==> config.mk <==
export PLATFORM = sky130hd
export DESIGN_NAME = fb_plot_sequencer
export DESIGN_NICKNAME = d
export VERILOG_FILES = /design/src/rtl/fb_plot_sequencer.sv
export SDC_FILE = /design/constraint.sdc
export NUM_CORES = 1
export LEC_CHECK = 0
export ABC_CLOCK_PERIOD_IN_PS = 2130
export CAP_MARGIN = 20
export CORE_AREA = 2 2 88 90
export CTS_CLUSTER_SIZE = 24
export DETAILED_ROUTE_END_ITERATION = 10
export DIE_AREA = 0 0 90 92
export PLACE_DENSITY = 0.66
export SYNTH_ARGS = -nofsm -noshare
export SYNTH_HDL_FRONTEND = slang
export SYNTH_SLANG_ARGS = --single-unit
==> constraint.sdc <==
create_clock -name clk_65mhz -period 2.13 [get_ports clk_65mhz]
set_input_delay 0.5325 -clock clk_65mhz [delete_from_list [all_inputs] [get_ports clk_65mhz]]
set_output_delay 0.5325 -clock clk_65mhz [all_outputs]
set_load 0.02 [all_outputs]
==> src/rtl/fb_plot_sequencer.sv <==
// Frame-buffer plot sequencer: walks the frozen frame in raster or serpentine
// order, borrowing the shared read port during VGA blanking, and hands pen decisions to the plotter.
module fb_plot_sequencer #(
  parameter int H_PIX  = 320,
  parameter int V_PIX  = 240,
  parameter int ADDR_W = 17,
  parameter int PIX_W  = 11,
  parameter int RD_LAT = 2,
  parameter int THRESH = 16
) (
  input  logic              clk_65mhz,
  input  logic              cpu_resetn,
  input  logic              start_in,
  input  logic              abort_in,
  input  logic              serp_in,
  input  logic              bus_free_in,
  output logic              fb_rd_out,
  output logic [ADDR_W-1:0] fb_addr_out,
  input  logic [PIX_W-1:0]  fb_data_in,
  output logic              pixel_valid_out,
  output logic              pixel_value_out,
  output logic [8:0]        x_out,
  output logic [7:0]        y_out,
  input  logic              ready_next_pixel_in,
  output logic              freeze_out,
  output logic              busy_out,
  output logic              done_out
);

  typedef enum logic [2:0] {IDLE, FREEZE, ISSUE, WAIT, PRESENT, DONE} state_t;

  state_t            state, state_n;
  logic              serp_q;
  logic [8:0]        x;
  logic [7:0]        y;
  logic [ADDR_W-1:0] base;
  logic [7:0]        lat_cnt;
  logic [4:0]        gray;
  logic              descend, row_end, last_pix, lat_done, aborting;

  assign gray     = fb_data_in[PIX_W-1 -: 5];
  assign descend  = serp_q & y[0];
  assign row_end  = descend ? (x == '0) : (x == 9'(H_PIX - 1));
  assign last_pix = row_end && (y == 8'(V_PIX - 1));
  assign lat_done = (lat_cnt == 8'(RD_LAT - 1));
  assign aborting = abort_in && (state != IDLE);

  // Row base accumulates H_PIX per row so the address needs only an adder.
  assign fb_addr_out = base + ADDR_W'(x);
  assign x_out       = x;
  assign y_out       = y;

  always_ff @(posedge clk_65mhz or negedge cpu_resetn) begin
    if (!cpu_resetn) state <= IDLE;
    else             state <= state_n;
  end

  always_comb begin
    state_n   = state;
    fb_rd_out = 1'b0;
    busy_out  = (state != IDLE);
    case (state)
      IDLE:    if (start_in) state_n = FREEZE;
      FREEZE:  state_n = ISSUE;
      ISSUE: begin
        fb_rd_out = bus_free_in && !abort_in;
        if (bus_free_in) state_n = WAIT;
      end
      WAIT:    if (lat_done) state_n = PRESENT;
      PRESENT: if (ready_next_pixel_in) state_n = last_pix ? DONE : ISSUE;
      DONE:    state_n = IDLE;
      default: state_n = IDLE;
    endcase
    if (aborting) state_n = IDLE;
  end

  always_ff @(posedge clk_65mhz or negedge cpu_resetn) begin
    if (!cpu_resetn) begin
      serp_q          <= 1'b0;
      x               <= '0;
      y               <= '0;
      base            <= '0;
      lat_cnt         <= '0;
      pixel_valid_out <= 1'b0;
      pixel_value_out <= 1'b0;
      freeze_out      <= 1'b0;
      done_out        <= 1'b0;
    end else begin
      done_out <= 1'b0;
      case (state)
        IDLE: begin
          if (start_in) begin
            serp_q     <= serp_in;
            x          <= '0;
            y          <= '0;
            base       <= '0;
            freeze_out <= 1'b1;
          end
        end
        ISSUE: lat_cnt <= '0;
        WAIT: begin
          if (lat_done) begin
            pixel_value_out <= (int'(gray) < THRESH);
            pixel_valid_out <= 1'b1;
          end else begin
            lat_cnt <= lat_cnt + 8'd1;
          end
        end
        PRESENT: begin
          if (ready_next_pixel_in) begin
            pixel_valid_out <= 1'b0;
            if (last_pix) begin
              freeze_out <= 1'b0;
              done_out   <= 1'b1;
            end else if (!row_end) begin
              x <= descend ? x - 9'd1 : x + 9'd1;
            end else begin
              // Serpentine keeps x at the edge; the new row runs the other way.
              y    <= y + 8'd1;
              base <= base + ADDR_W'(H_PIX);
              if (!serp_q) x <= '0;
            end
          end
        end
        default: ;
      endcase
      if (aborting) begin
        pixel_valid_out <= 1'b0;
        freeze_out      <= 1'b0;
        done_out        <= 1'b0;
      end
    end
  end

endmodule

[Yosys cells after proc, flatten, opt, wreduce, memory -nomap -nowiden]
Index checks and enable logic that the tools add are counted.
Word-level totals
  flip-flop bits (word level): 50
  input bits: 18
  output and inout bits: 40
  logic and storage cells: 96
Operators by class
  $add $sub $neg: 6
  magnitude comparators: 1
  equal/unequal tests: 18
  mux-type cells: 41
  bitwise gates (word level): 1
  reductions and logical operators: 19
Operators with widths (count)
  $mux W17: 4
  $mux W9: 6
  $mux W8: 5
  $pmux W17 S2: 1
  $pmux W8 S2: 2
  $mux W3: 6
  $ne A3 B3 Y1 const B: 6
  $pmux W9 S2: 1
  $add A17 B9 Y17: 1
  $add A17 B9 Y17 const B: 1
  $add A8 B1 Y8 const B: 2
  $pmux W3 S5: 1
  $mux W1: 13
  $ne A2 B2 Y1 const B: 5
  $reduce_and A5 Y1: 2
  $add A9 B1 Y9 const B: 1
  $eq A9 B9 Y1 const B: 1
  $logic_not A9 Y1: 1
  $reduce_bool A3 Y1: 3
  $sub A9 B1 Y9 const B: 1
  $eq A8 B1 Y1 const B: 1
  $eq A8 B8 Y1 const B: 1
  $reduce_and A4 Y1: 2
  $eq A3 B2 Y1 const B: 2
  other kinds (11): 17

[Depth between registers and ports, before layout]
  depth in word-level cells: 7
  mapped depth: 11
  mapped depth without buffers: 9

[Worst setup path after synthesis]
No wires, ideal clock.
  path kind: flip-flop to output port
  start point: reg x[7], in the netlist x_out[7]
  end point: out fb_addr_out[14]
  arrival time: 2028 ps
  setup slack: -430 ps
  stages on the path, launching flop included: 7
  buffers on the path: 0
  cells stage by stage: dfrtp_1 > ha_1 > a21o_1 > a21oi_1 > nor2_1 > and3_1 > xnor2_1
Between the ends
  cells in the longest elaborated chain, start to end: 1
RTL lines
  from (decl): RTL line 34  | logic [8:0] x;
  from (signal assigned): RTL line 116  | x <= descend ? x - 9'd1 : x + 9'd1;
  $add A17 B9 Y17: RTL line 49  | assign fb_addr_out = base + ADDR_W'(x);
  to (decl): RTL line 18  | output logic [ADDR_W-1:0] fb_addr_out,
Every way passes these cells.

[Final worst setup path]
  start point: reg x[7], in the netlist x_out[7]
  end point: out fb_addr_out[15]
The elaborated chain is that of the path after synthesis.

==> flow_summary.ini <==
[status]
status = finished with violations
violations = negative setup slack

[floorplanning]
start_util_pct = 38.5
io_pins = 58
die_width_um = 90
die_area_um2 = 8280
rows = 32
die_y_um = 92
core_area_um2 = 7450

[place]
gp_congestion = 0.894
dpl_cell_area_um2 = 4040
io_buffers = 47
hpwl_um = 5720
dp_slack_ns = -0.505

[critical_path]
r2r.worst_path.cells = 7
worst-setup-path-type = reg2out
cp_max_fo = 3
cp_data_arrival_time_ns = 1.95
required_ns = 1.60
start_kind = flop
end_kind = output pin

[sta]
setup_slack_ns = -0.353
fmax_mhz = 403
max-slew-margin-rel_pct = 56.1
finalCriticalPeriod_ns = 2.48
setup_viol_count_final = 42
whs_ns = 0.182
period_share_pct = 117
rsz0062_at_grt = true
worst_slew_pin_slew_ns = 0.657
maxSlewViolCount = 0
fin_worst_skew_ns = 0.00941
finalHoldViolCount = 0

[global_route]
antenna_found_initial = 0
grt_pass1_vias = 2905
grt_pass1_wl_um = 13600
grt_max_degree = 20
grtUsageTotal_pct = 19.8
grt_overflow = 0

[logic_synthesis]
synth_cells = 338
synthDistinctLibCells = 52
synth_seq_cells = 44
synth_flop_cell = dfrtp_1
syn_nets = 365
synth_warnings = 0
synth-edff-count = 0
syn_area_um2 = 2860
ys_seq_area_share_pct = 38.4
synth_area_per_cell_um2 = 8.47
async_reset_ff_share_pct = 100

[power_and_ir_drop]
vdd_drop_max_mv = 0.679
leakage_nw = 2.07
pwr_density_cell_nw_per_um2 = 637

[layout]
register_area_um2 = 1100
fin_nets = 490
fin_util_pct = 61.6
areaGrowthSynthToFinish_pct = 60.1
multiInputGateArea_um2 = 2030
finish.instance_area_um2 = 4580
antenna_cells = 0
fill_cells = 614
drive_gt1_share_pct = 37.3

[clock_tree]
cts_buffers = 5
root_buffer = clkbuf_8
clock-sinks = 44
clockBufferDepth = 2
clk_pin_slew_ns = 0.08
hold_buffers = 0
cts_tree = yes
htree_num_levels = 2
clk_latency_ns = 0.30

[drt]
ant_nets = 0
drtIter0Drc = 220
vias = 2974
drc = 0
wl_per_cell_um = 14.8
avgViaCountPerCell = 5.25
dr.pass1.iters = 5
drt_wl_total_um = 8400

[run]
max-cap-violations = 0

[hold_path]
holdCritPathClass = in2async
-- metal layers --
metal	wire length (um)	GRT usage, %	vias to the layer above
met5	0	0	-
li1	-	-	1456
met3	314	3.04	10
met1	3780	26.6	1451
met2	4230	33.8	57
met4	78	5.00	0
-- cells in the mapped netlist, types with 4 or more instances --
master,n,area share (%)
inv_1,8,1.0
clkbuf_1,18,2.4
a21oi_1,13,2.3
ha_1,9,3.9
nor3b_1,5,1.3
o211ai_1,5,1.3
a211oi_1,4,1.0
xor2_1,9,2.8
xnor2_1,17,5.2
a22o_1,6,1.8
a21o_1,7,1.8
nand4_1,6,1.3
a31oi_1,4,0.87
and3_1,6,1.3
nand2_1,38,5.0
nand3_1,18,3.1
nor2_1,42,5.5
dfrtp_1,44,38
nor3_1,5,0.87
o21ai_0,20,3.5
-- area by class of cell --
| type | count | area share [%] |
|---|---|---|
| clock inverters | 2 | 0.764 |
| flip-flops and latches | 44 | 24.1 |
| well taps | 102 | 2.78 |
| repair buffers | 140 | 25.8 |
| clock buffers | 6 | 1.58 |
| inverters | 8 | 0.655 |
| multi-input cells | 264 | 44.4 |
-- timing repair --
item,in CTS,in global routing
buffers inserted,10,9
setup endpoints to repair,44,48
gates resized for setup,104,38
gates cloned,0,0
pin swaps,42,22
-- worst max-delay path, stage by stage (launching register included) --
cell and delay, ns:
dfrtp_2 0.43, ha_4 0.27, a21o_1 0.13, a21oi_2 0.07, nor2_2 0.11, and3_4 0.23
nand2_2 0.10, xnor2_4 0.18, buf_6 0.13
-- stage by stage --
stage,TNS [ns],std cells,power [W]
floorplan,-0.270,338,0.00164
global placement,-8.55,541,0.00216
detailed placement,-9.10,541,0.00216
CTS,-8.96,558,0.00285
global route,-13.17,566,0.00311
finish,-10.04,566,0.00292
-- cell usage in the layout (no fill, tap or decap), types with 4 or more instances in the layout --
cell              n
a2111oi_4         4
a21o_1            6
a21oi_1           7
a21oi_2           5
a22o_1            6
and3_1            4
buf_4            89
buf_6            14
clkbuf_8          5
clkdlybuf4s50_1  32
dfrtp_1          42
ha_1              8
inv_1             8
nand2_1          36
nand3_1          15
nand4_1           6
nor2_1           38
nor3_1            5
o211ai_1          5
o21ai_0          10
o21ai_1           5
o21ai_2           4
xnor2_1          11
xnor2_2           4
xor2_1            9
-- registers in the layout, summed over array words and instances (netlist names) --
| signal | count |
|---|---|
| pixel_value_out | 1 |
| freeze_out | 1 |
| serp_q | 1 |
| lat_cnt | 8 |
| state | 3 |
| base | 11 |
| y_out | 8 |
| pixel_valid_out | 1 |
| x_out | 9 |
| done_out | 1 |
-- power by group --
group,switching (W),internal (W),leakage (nW)
clock,0.000297,0.000349,0.0552
sequential,0.0000698,0.000928,0.599
combinational,0.000739,0.000540,1.41
-- path summary, 6_finish.rpt --
path,slack [ns],startpoint,to
max in group asynchronous,1.40,cpu_resetn,y_out[6]$_DFFE_PN0P_
hold reg to reg,0.53,freeze_out$_DFFE_PN0P_,freeze_out$_DFFE_PN0P_
hold / removal,0.18,cpu_resetn,pixel_value_out$_DFFE_PN0P_
setup reg to reg,-0.35,x_out[7]$_DFFE_PN0P_,y_out[4]$_DFFE_PN0P_
min in group clk_65mhz,0.53,freeze_out$_DFFE_PN0P_,freeze_out$_DFFE_PN0P_
setup / recovery,-0.35,x_out[7]$_DFFE_PN0P_,fb_addr_out[15]
-- cells by family (layout without fill, tap and decap cells) --
logic type / after synthesis / in the layout / share of synthesized area (%)
flops: 44 / 44 / 38.4
compound gates: 81 / 81 / 19.7
xor+xnor: 26 / 26 / 7.95
buf+inv: 30 / 156 / 4.28
simple gates: 148 / 148 / 25.7
fa+ha+maj: 9 / 9 / 3.93
Note: power is estimated with default switching activity, not from simulation.
